--- config.mk ---
export PLATFORM = sky130hd
export DESIGN_NAME = wb_sram_ctrl
export DESIGN_NICKNAME = d
export VERILOG_FILES = /design/src/rtl/wb_sram_ctrl.sv
export SDC_FILE = /design/constraint.sdc
export NUM_CORES = 1
export LEC_CHECK = 0
export ABC_CLOCK_PERIOD_IN_PS = 2580
export CAP_MARGIN = 10
export CORE_ASPECT_RATIO = 1.5
export CORE_UTILIZATION = 41
export CTS_BUF_LIST = sky130_fd_sc_hd__clkbuf_16
export CTS_CLUSTER_DIAMETER = 80
export DETAILED_ROUTE_END_ITERATION = 7
export HOLD_SLACK_MARGIN = 0.03
export PLACE_DENSITY = 0.82
export SYNTH_ARGS = -nofsm -noshare
export SYNTH_HDL_FRONTEND = slang
export SYNTH_SLANG_ARGS = --single-unit
--- constraint.sdc ---
create_clock -name clk_50mhz -period 2.58 [get_ports clk_50mhz]
set_clock_uncertainty 0.1 [all_clocks]
set_input_delay 0.645 -clock clk_50mhz [delete_from_list [all_inputs] [get_ports clk_50mhz]]
set_output_delay 0.645 -clock clk_50mhz [all_outputs]
set_load 0.05 [all_outputs]
--- src/rtl/wb_sram_ctrl.sv ---
// wb_sram_ctrl: Wishbone classic slave driving an asynchronous 32-bit SRAM pair with programmable wait states.
module wb_sram_ctrl #(
  parameter int READ_WAIT  = 1,
  parameter int WRITE_WAIT = 1
) (
  input  logic        clk_50mhz,
  input  logic        reset,
  input  logic [17:0] wb_adr_i,
  input  logic [31:0] wb_dat_i,
  output logic [31:0] wb_dat_o,
  input  logic [3:0]  wb_sel_i,
  input  logic        wb_we_i,
  input  logic        wb_cyc_i,
  input  logic        wb_stb_i,
  output logic        wb_ack_o,
  output logic [17:0] sram_addr_o,
  output logic [31:0] sram_dat_o,
  input  logic [31:0] sram_dat_i,
  output logic        sram_cs_o,
  output logic        sram_oe_o,
  output logic        sram_we_o,
  output logic [3:0]  sram_bsel_o
);
  typedef enum logic [2:0] {IDLE, READ, WSETUP, WRITE, WHOLD, ACK} state_t;
  localparam logic [3:0] RW1 = 4'(READ_WAIT - 1);
  localparam logic [3:0] WW1 = 4'(WRITE_WAIT - 1);
  state_t state, state_n;
  logic [3:0] cnt, cnt_n;
  logic ack_n, cs_n, oe_n, we_n;
  logic [3:0] bsel_n;
  logic [17:0] addr_n;
  logic [31:0] sdat_n, rdat_n;
  logic req;
  assign req = wb_cyc_i & wb_stb_i;
  always_comb begin
    state_n = state;
    cnt_n = cnt;
    ack_n = 1'b0;
    cs_n = sram_cs_o;
    oe_n = sram_oe_o;
    we_n = sram_we_o;
    bsel_n = sram_bsel_o;
    addr_n = sram_addr_o;
    sdat_n = sram_dat_o;
    rdat_n = wb_dat_o;
    case (state)
      IDLE: if (req) begin
        if (wb_sel_i == 4'b0) begin
          ack_n = 1'b1;
          state_n = ACK;
        end else begin
          addr_n = wb_adr_i;
          bsel_n = wb_sel_i;
          cs_n = 1'b1;
          if (wb_we_i) begin
            sdat_n = wb_dat_i;
            state_n = WSETUP;
          end else begin
            oe_n = 1'b1;
            cnt_n = RW1;
            state_n = READ;
          end
        end
      end
      READ: if (cnt != 4'd0) cnt_n = cnt - 4'd1;
      else begin
        rdat_n = sram_dat_i;
        cs_n = 1'b0;
        oe_n = 1'b0;
        bsel_n = 4'b0;
        ack_n = req;
        state_n = ACK;
      end
      WSETUP: begin
        we_n = 1'b1;
        cnt_n = WW1;
        state_n = WRITE;
      end
      WRITE: if (cnt != 4'd0) cnt_n = cnt - 4'd1;
      else begin
        we_n = 1'b0;
        state_n = WHOLD;
      end
      WHOLD: begin
        cs_n = 1'b0;
        bsel_n = 4'b0;
        ack_n = req;
        state_n = ACK;
      end
      default: state_n = IDLE;
    endcase
  end
  always_ff @(posedge clk_50mhz) begin
    if (!reset) begin
      state <= IDLE;
      cnt <= 4'd0;
      wb_ack_o <= 1'b0;
      sram_cs_o <= 1'b0;
      sram_oe_o <= 1'b0;
      sram_we_o <= 1'b0;
      sram_bsel_o <= 4'b0;
      sram_addr_o <= 18'b0;
      sram_dat_o <= 32'b0;
      wb_dat_o <= 32'b0;
    end else begin
      state <= state_n;
      cnt <= cnt_n;
      wb_ack_o <= ack_n;
      sram_cs_o <= cs_n;
      sram_oe_o <= oe_n;
      sram_we_o <= we_n;
      sram_bsel_o <= bsel_n;
      sram_addr_o <= addr_n;
      sram_dat_o <= sdat_n;
      wb_dat_o <= rdat_n;
    end
  end
endmodule

### Word-level counts from Yosys, hierarchy flattened

Index checks and enable logic that the tools add are counted.
W data, S select, Z words.

| word-level totals | value |
|---|---|
| register bits after elaboration | 97 |
| bits of input ports | 91 |
| output and inout bits | 90 |

| operators by class | value |
|---|---|
| $add $sub $neg | 1 |
| eq/ne operators | 10 |
| mux-type cells | 28 |
| bitwise gates (word level) | 3 |
| reduce and logical (&&, ||, !) cells | 16 |

Operators by type and width:

| kind | count |
|---|---|
| $mux W4 | 7 |
| $pmux W4 S3 | 2 |
| $pmux W3 S5 | 1 |
| $mux W3 | 4 |
| $ne A2 B2 Y1 const B | 5 |
| $reduce_and A5 Y1 | 2 |
| $mux W1 | 9 |
| $reduce_and A4 Y1 | 2 |
| $eq A3 B2 Y1 const B | 2 |
| $pmux W1 S3 | 2 |
| $reduce_and A3 Y1 | 2 |
| $reduce_bool A3 Y1 | 2 |
| $logic_not A4 Y1 | 1 |
| $pmux W1 S2 | 2 |
| $reduce_and A2 Y1 | 2 |
| $reduce_bool A2 Y1 | 2 |
| $reduce_bool A4 Y1 | 1 |
| $sub A4 B1 Y4 const B | 1 |
| $eq A3 B1 Y1 const B | 1 |
| $eq A3 B3 Y1 const B | 1 |
| $logic_not A3 Y1 | 1 |
| $mux W2 | 1 |
| $ne A2 B1 Y1 const B | 1 |
| $not A1 Y1 | 2 |
| other kinds (2) | 2 |

### Longest topological paths before layout

Gate-level depths: netlist of the first run.

| logic depth | value |
|---|---|
| depth after elaboration | 4 |
| gate-level depth with buffers | 8 |

### Worst setup path after synthesis of the first run

Ideal clock, no wire load.

| path | value |
|---|---|
| path kind | input-to-reg |
| from | input port wb_sel_i[0] |
| to | register sram_addr_o[10] |
| setup time | 0.070 ns |
| data arrival time | 1.986 ns |
| required time | 2.410 ns |
| path slack | 0.423 ns |
| stages on the path | 6 |
| buffers on the path | 2 |
| path through | nor4_1 or3_1 buf_4 buf_4 nand2_1 a21oi_1 |

| between the ends | value |
|---|---|
| longest elaborated chain between the ends | 3 |

Ends and longest elaborated chain:

| element | RTL line | text |
|---|---|---|
| from (decl) | 11 | `input logic [3:0] wb_sel_i,` |
| $logic_not A4 Y1 | 48 | `if (wb_sel_i == 4'b0) begin` |
| $not A1 Y1 (no source line) | -- |  |
| $reduce_and A3 Y1 (no source line) | -- |  |
| to (signal assigned) | 113 | `sram_addr_o <= addr_n;` |
| to (decl) | 16 | `output logic [17:0] sram_addr_o,` |

No other way between the ends.
A chain may end at the register's enable or synchronous reset.

### Worst setup path in the final report of the first run

| path | value |
|---|---|
| from | input port wb_sel_i[1] |
| to | register sram_dat_o[3] |

| between the ends | value |
|---|---|
| longest elaborated chain between the ends | 3 |

Ends and longest elaborated chain:

| element | RTL line | text |
|---|---|---|
| $logic_not A4 Y1 | 48 |  |
| $not A1 Y1 (no source line) | -- |  |
| $reduce_and A4 Y1 (no source line) | -- |  |
| to (signal assigned) | 114 | `sram_dat_o <= sdat_n;` |
| to (decl) | 17 | `output logic [31:0] sram_dat_o,` |

No other way between the ends.

==> metrics, run 1 <==
ys async rst share 0%; Starting Density 42.33%; Synth Instances about 450; area fraction of the dominant cell type after synthesis between 40% and 50%; area grow syn2layout 55.16%; worst-case clock buffer depth 2; I/O pin count 181; Maximum Capacitance Violations 0; Die Height ~120 microns; critical path buffer and inverter count 4; max frequency 0.4324 GHz; Slew @ Worst Pin about 0.75 ns; initial DRC count ~150; final count of pins violating max slew 0; crit-path cells clkdlybuf4s50_1, nor4_1, buf_4, buf_4, or4_4, buf_12, nand3_2, o21ai_2; Relative slew margins between 40% and 50%; Setup WS pre-CTS -0.2282 ns; Setup CP Type primary input to flip-flop; Hold WC Path Type flip-flop to flip-flop; status completed; final setup margin 0.2673 ns; area leader, netlist dfxtp_1; die area 0.009958 sq mm; Pwr Total slightly above 0.004 W; largest net degree at the start of global routing 38; Root Buffer clkbuf_16; pwr dens between 600 and 700 mW/mm^2; clock sink count 97; DIE WIDTH 81.81 microns; Vias 3733; Primary FF master, synth dfxtp_1; Placer Congestion approximately 0.79; crit path time final about 2.3 ns; HPWL after DPL 7322 microns; DR vias/cell between 5 and 6; Worst setup EP type flip-flop; global route overflow 0; initial antenna violation count 0; Top delay family on crit path buffers and inverters; register area share after synthesis 49.57%; mean post-synth cell area between 8 and 9 sq um; Hold Fails Final Rpt 0; setup bufs post-CTS 0; setup TNS 0 ns; WL final just over 10000 microns; first-pass GRT wire length approximately 16000 microns; cts bufs inserted 9; CP Launch Type primary input; num rows 43; DRC violations left 0; Core ar. 0.009254 sq mm; vias in the first global route 3513; # fillers ~750; Worst EP arrival ~2.4 ns; antenna cells 0; most frequent cells after synthesis nand2_1, dfxtp_1, a21oi_1; utilization after layout 65.68%; GRT Util Overall between 20% and 30%; synthesized flop and latch total 97; iteration count of the initial detailed-routing pass 5; crit share post-route between 80% and 90%; Resized cells post-CTS 0; number of buffers added on ports 180; final setup vio count 0; Routed WL per cell ~14 microns; unrepaired setup endpoints after global routing false; CP most frequent cell buf_4; most frequent cell after synthesis nand2_1; Post-synth EDFFs 0; Post-Syn Area just under 0.004 sq mm; Synth area leaders dfxtp_1, nand2_1, a21oi_1; worst vdd ir 405.0 uV; H-tree level count 3; slowest cell delay on critical path around 0.53 ns; Syn Nets between 500 and 600; hold buffers post-CTS 0; clock-pin slew on the worst setup and hold paths roughly 0.06 ns; P_leak approximately 2.2 nW; ANT nets after route 0; layout cell share with drive strength beyond 1 between 15 and 20%; CTS tree done; number of warnings issued by yosys 0; slowest CP cell or4_4; final-stage net count 720; Critical Path RT ~2.7 ns; Clock Latency Late Sink around 0.33 ns; Distinct cells, synth 36; worst-path maximum fanout 37
worst reg2reg max path: cells and delay by family, from the launching register on:
| family | cells | cell delay, ns |
|---|---|---|
| AOI/OAI and AO/OA | 1 | 0.05 |
| buffers and inverters | 1 | 0.22 |
| DFF | 1 | 0.41 |
| and+or+nand+nor | 3 | 1.14 |
layout by cell type, fill, tap and decap left out, types with 2 or more instances in the layout:
master             n
nand2_1          139
clkbuf_16          9
nor4_1             2
nand3_2           28
o21ai_2           32
buf_12             2
nor3_2             2
a31oi_1            3
nor3_1             4
o21ai_0            8
a22oi_1            2
o21bai_1           2
a21oi_1           56
clkinv_2           3
a32oi_1            4
or3_1              4
inv_1             10
clkdlybuf4s50_1  179
buf_4             14
dfxtp_1           97
ha_1               2
clkinv_1           2
nand3_1            5
nor2_1             6
through the flow:
step / hold slack [ns] / instance area (sq um) / std cells
floorplan: 0.3380 / 3918 / 453
global placement: 0.3408 / 5812 / 727
detailed placement: 0.3463 / 5812 / 727
CTS: 0.3537 / 6067 / 743
global route: 0.3690 / 6078 / 744
finish: 0.3513 / 6078 / 744
layout make-up:
type	count	area (sq um)	area share [%]
inverter	9	33.78	0.5558
tap	112	140.1	2.305
clock inverter	7	30.03	0.4940
sequential	97	1942	31.95
timing repair buffer	197	1953	32.13
multi-input combinational	313	1754	28.86
clock buffer	9	225.2	3.705
report_power, final:
| part | internal, W | switching, W | leakage, nW |
|---|---|---|---|
| registers | 0.00162 | 0.0000812 | 0.788 |
| clock network | 0.000634 | 0.000520 | 0.136 |
| logic | 0.000466 | 0.000771 | 1.24 |
| total | 0.00272 | 0.00137 | 2.16 |
registers in the layout (all words and copies together) (netlist names):
signal       flops
sram_addr_o     18
wb_ack_o         1
state            3
sram_bsel_o      4
sram_dat_o      32
wb_dat_o        32
sram_we_o        1
sram_oe_o        1
sram_cs_o        1
cnt              4
worst paths after layout:
check                                               start                          to  cells after the start  slack (ns)
worst min-delay path            wb_dat_o[10]$_SDFFE_PN0P_   wb_dat_o[10]$_SDFFE_PN0P_                      2        0.35
worst min register to register  wb_dat_o[10]$_SDFFE_PN0P_   wb_dat_o[10]$_SDFFE_PN0P_                      2        0.35
worst max-delay path                          wb_sel_i[1]  sram_dat_o[3]$_SDFFE_PN0P_                      8        0.27
worst max register to register      state[0]$_SDFFE_PN0P_  sram_dat_o[3]$_SDFFE_PN0P_                      5        0.54
cells by family (layout without fill, tap and decap cells):
group           after synthesis  in the layout  share of synthesized area, %
simple gates                197            197                         24.94
compound gates              113            113                         18.72
flops                        97             97                         49.57
buf+inv                      43            222                         5.876
fa+ha+maj                     2              2                        0.6387
mux                           1              1                        0.2555
metal layers:
layer | share of wire, % | vias up | GRT usage, %
met5 | 0 | - | 0
met4 | 2.0 | 0 | 9.759
met3 | 8.7 | 15 | 6.217
met2 | 49 | 156 | 34.92
met1 | 40 | 1684 | 21.69
li1 | - | 1878 | -
(Power assumes the default switching activity.)
==> inputs of run 2 (changes only) <==
==> constraint.sdc (replaced) <==
create_clock -name clk_50mhz -period 2.58 [get_ports clk_50mhz]
set_clock_uncertainty 0.1 [all_clocks]
set_input_delay 0.516 -clock clk_50mhz [delete_from_list [all_inputs] [get_ports clk_50mhz]]
set_output_delay 0.516 -clock clk_50mhz [all_outputs]
set_load 0.05 [all_outputs]
==> run 2 against run 1 <==
Wire length decreased by 1.4%. Sequential share of layout area grew 0.21 points. Setup slack improved by 0.049 ns. Global-route usage shrank 0.27 points. Combinational power about the same. Non-clock buffer count shrank 3. Register-to-register slack worse by 0.02 ns. Die area stayed put. First-iteration DRC count decreased by 29%. Sequential power about the same. Maximum frequency is 2.2% higher. Sequential cell count stayed put. Critical path type unchanged. Largest cell class is now registers.
==> metrics, run 2 (same netlist as run 1, synthesis figures left out) <==
worst vdd ir 434.6 uV (+7.3%); met2 usage 33.42% (-1.5 points); Resized cells post-CTS 0 (unchanged); final setup vio count 0 (unchanged); Largest regs sram_dat_o x32, wb_dat_o x32, sram_addr_o x18; H-tree level count 3 (unchanged); final count of pins violating max slew 0 (unchanged); largest net degree at the start of global routing 50 (+32%); final setup margin 0.3164 ns (+0.04913 ns); Worst setup EP type flip-flop; Placer Congestion 0.7946 (+0.33%); area of the multi-input gates 0.001754 sq mm (unchanged); Maximum Capacitance Violations 0 (unchanged); crit path time final 2.264 ns (-0.04913 ns); GRT Util Overall 19.90% (-0.27 points); # fillers 756 (+0.53%); Root Buffer clkbuf_16; max frequency 0.4418 GHz (+2.2%); busiest grt layer met2; unrepaired setup endpoints after global routing false; P_leak 2.134 nW (-1.4%); Starting Density 42.33% (unchanged); crit-path cells clkdlybuf4s50_1, nor4_1, buf_4, or3_1, nand2_1, a21oi_1; Hold WC Path Type flip-flop to flip-flop; utilization after layout 65.27% (-0.42 points); FF+latch area 0.001942 sq mm (unchanged); initial DRC count 104 (-29%); worst-case clock buffer depth 2 (unchanged); num rows 43 (unchanged); Setup CP Type primary input to flip-flop; iteration count of the initial detailed-routing pass 6 (+1); crit share post-route 87.73% (-1.9 points); ANT nets after route 0 (unchanged); initial antenna violation count 0 (unchanged); CTS tree done; clock-pin slew on the worst setup and hold paths 0.06 ns (about the same); commonest non-fill, non-tap cell in the layout clkdlybuf4s50_1; Hold Path Stages 2 (unchanged); Clock Latency Late Sink 0.33 ns (about the same); HPWL after DPL 7314 microns (-0.12%); Core ar. 0.009254 sq mm (unchanged); slowest cell delay on critical path 0.50 ns (-0.03 ns); DRC violations left 0 (unchanged); DIE WIDTH 81.81 microns (unchanged); Critical Path RT 2.74 ns (+0.05 ns); area grow syn2layout 54.17%; WL final 9926 microns (-1.4%); Vias 3720 (-0.35%); pwr dens 675.0 mW/mm^2 (+0.19%); status completed; Worst EP arrival 2.43 ns (about the same); first-pass GRT wire length 15260 microns (-2.6%); hold buffers post-CTS 0 (unchanged); Die Height 121.7 microns (unchanged); vias in the first global route 3400 (-3.2%); die area 0.009958 sq mm (unchanged); R2R Setup Slk 0.52 ns (-0.02 ns); reg2reg path depth 5 (unchanged); Global Route met1 Usage 21.04% (-0.65 points); CP Launch Type primary input; commonest non-fill, non-tap cells in the layout clkdlybuf4s50_1, nand2_1, dfxtp_1; antenna cells 0 (unchanged); Routed WL per cell 13.41 microns (-0.85%); Slew @ Worst Pin 0.8281 ns (+0.08211 ns); Hold Fails Final Rpt 0 (unchanged); cts bufs inserted 9 (unchanged); setup bufs post-CTS 0 (unchanged); Relative slew margins 44.29% (-5.5 points); clock sink count 97 (unchanged); Pwr Total 0.004077 W (-0.45%); slowest CP cell or3_1; number of buffers added on ports 180 (unchanged); DR vias/cell 5.027 (+0.19%); Setup WS pre-CTS -0.02724 ns (+0.2009 ns); layout cell share with drive strength beyond 1 14.81% (-0.38 points); met3 GRT Util 6.816% (+0.60 points); setup TNS 0 ns (unchanged); I/O pin count 181 (unchanged); worst-path maximum fanout 18 (-51%); final-stage net count 717 (-0.42%); global route overflow 0 (unchanged)
run 2: cell types whose count changed in the layout (fill, tap and decap cells not counted):
cell and delta:
clkinv_1 +1, buf_12 -1, buf_4 -2, inv_1 -2
run 2: cell type report:
type	instances	share of cell area [%]
flip-flops and latches	97	32.15
clock buffers	9	3.729
multi-input cells	313	29.04
well taps	112	2.320
repair buffers	194	31.76
clock inverters	6	0.4351
inverters	9	0.5594
run 2: per-layer routing:
metal / wire length [microns] / vias up / share of wire (%)
met4: 270 / 0 / 2.7
li1: - / 1880 / -
met3: 907 / 19 / 9.1
met1: 3874 / 1665 / 39
met2: 4874 / 156 / 49
met5: 0 / - / 0
run 2: worst paths after layout:
path / to / startpoint
worst max-delay path: sram_addr_o[17]$_SDFFE_PN0P_ / wb_sel_i[0]
worst min-delay path: wb_dat_o[31]$_SDFFE_PN0P_ / wb_dat_o[31]$_SDFFE_PN0P_
worst max register to register: sram_dat_o[24]$_SDFFE_PN0P_ / state[0]$_SDFFE_PN0P_
worst min register to register: wb_dat_o[31]$_SDFFE_PN0P_ / wb_dat_o[31]$_SDFFE_PN0P_
run 2: stage by stage:
stage                     hold WS, ns  instances  instance area (sq um)
after floorplan                0.3380        453                   3918
after global placement         0.3399        724                   5777
after detailed placement       0.3448        724                   5777
after CTS                      0.3542        739                   6028
after global routing           0.3671        740                   6040
final                          0.3500        740                   6040
run 2: worst max-delay path, delay by kind of cell:
family                 cells  cell delay, ns
buffers and inverters      2            0.65
AO/OA/AOI/OAI              1            0.16
AND/OR/NAND/NOR            3            1.08
run 2: where the power goes:
part | leakage (nW) | switching [W] | internal (W) | total (W)
Sequential | 0.788 | 0.0000800 | 0.00162 | 0.00170
Clock | 0.127 | 0.000514 | 0.000632 | 0.00115
Combinational | 1.22 | 0.000768 | 0.000460 | 0.00123
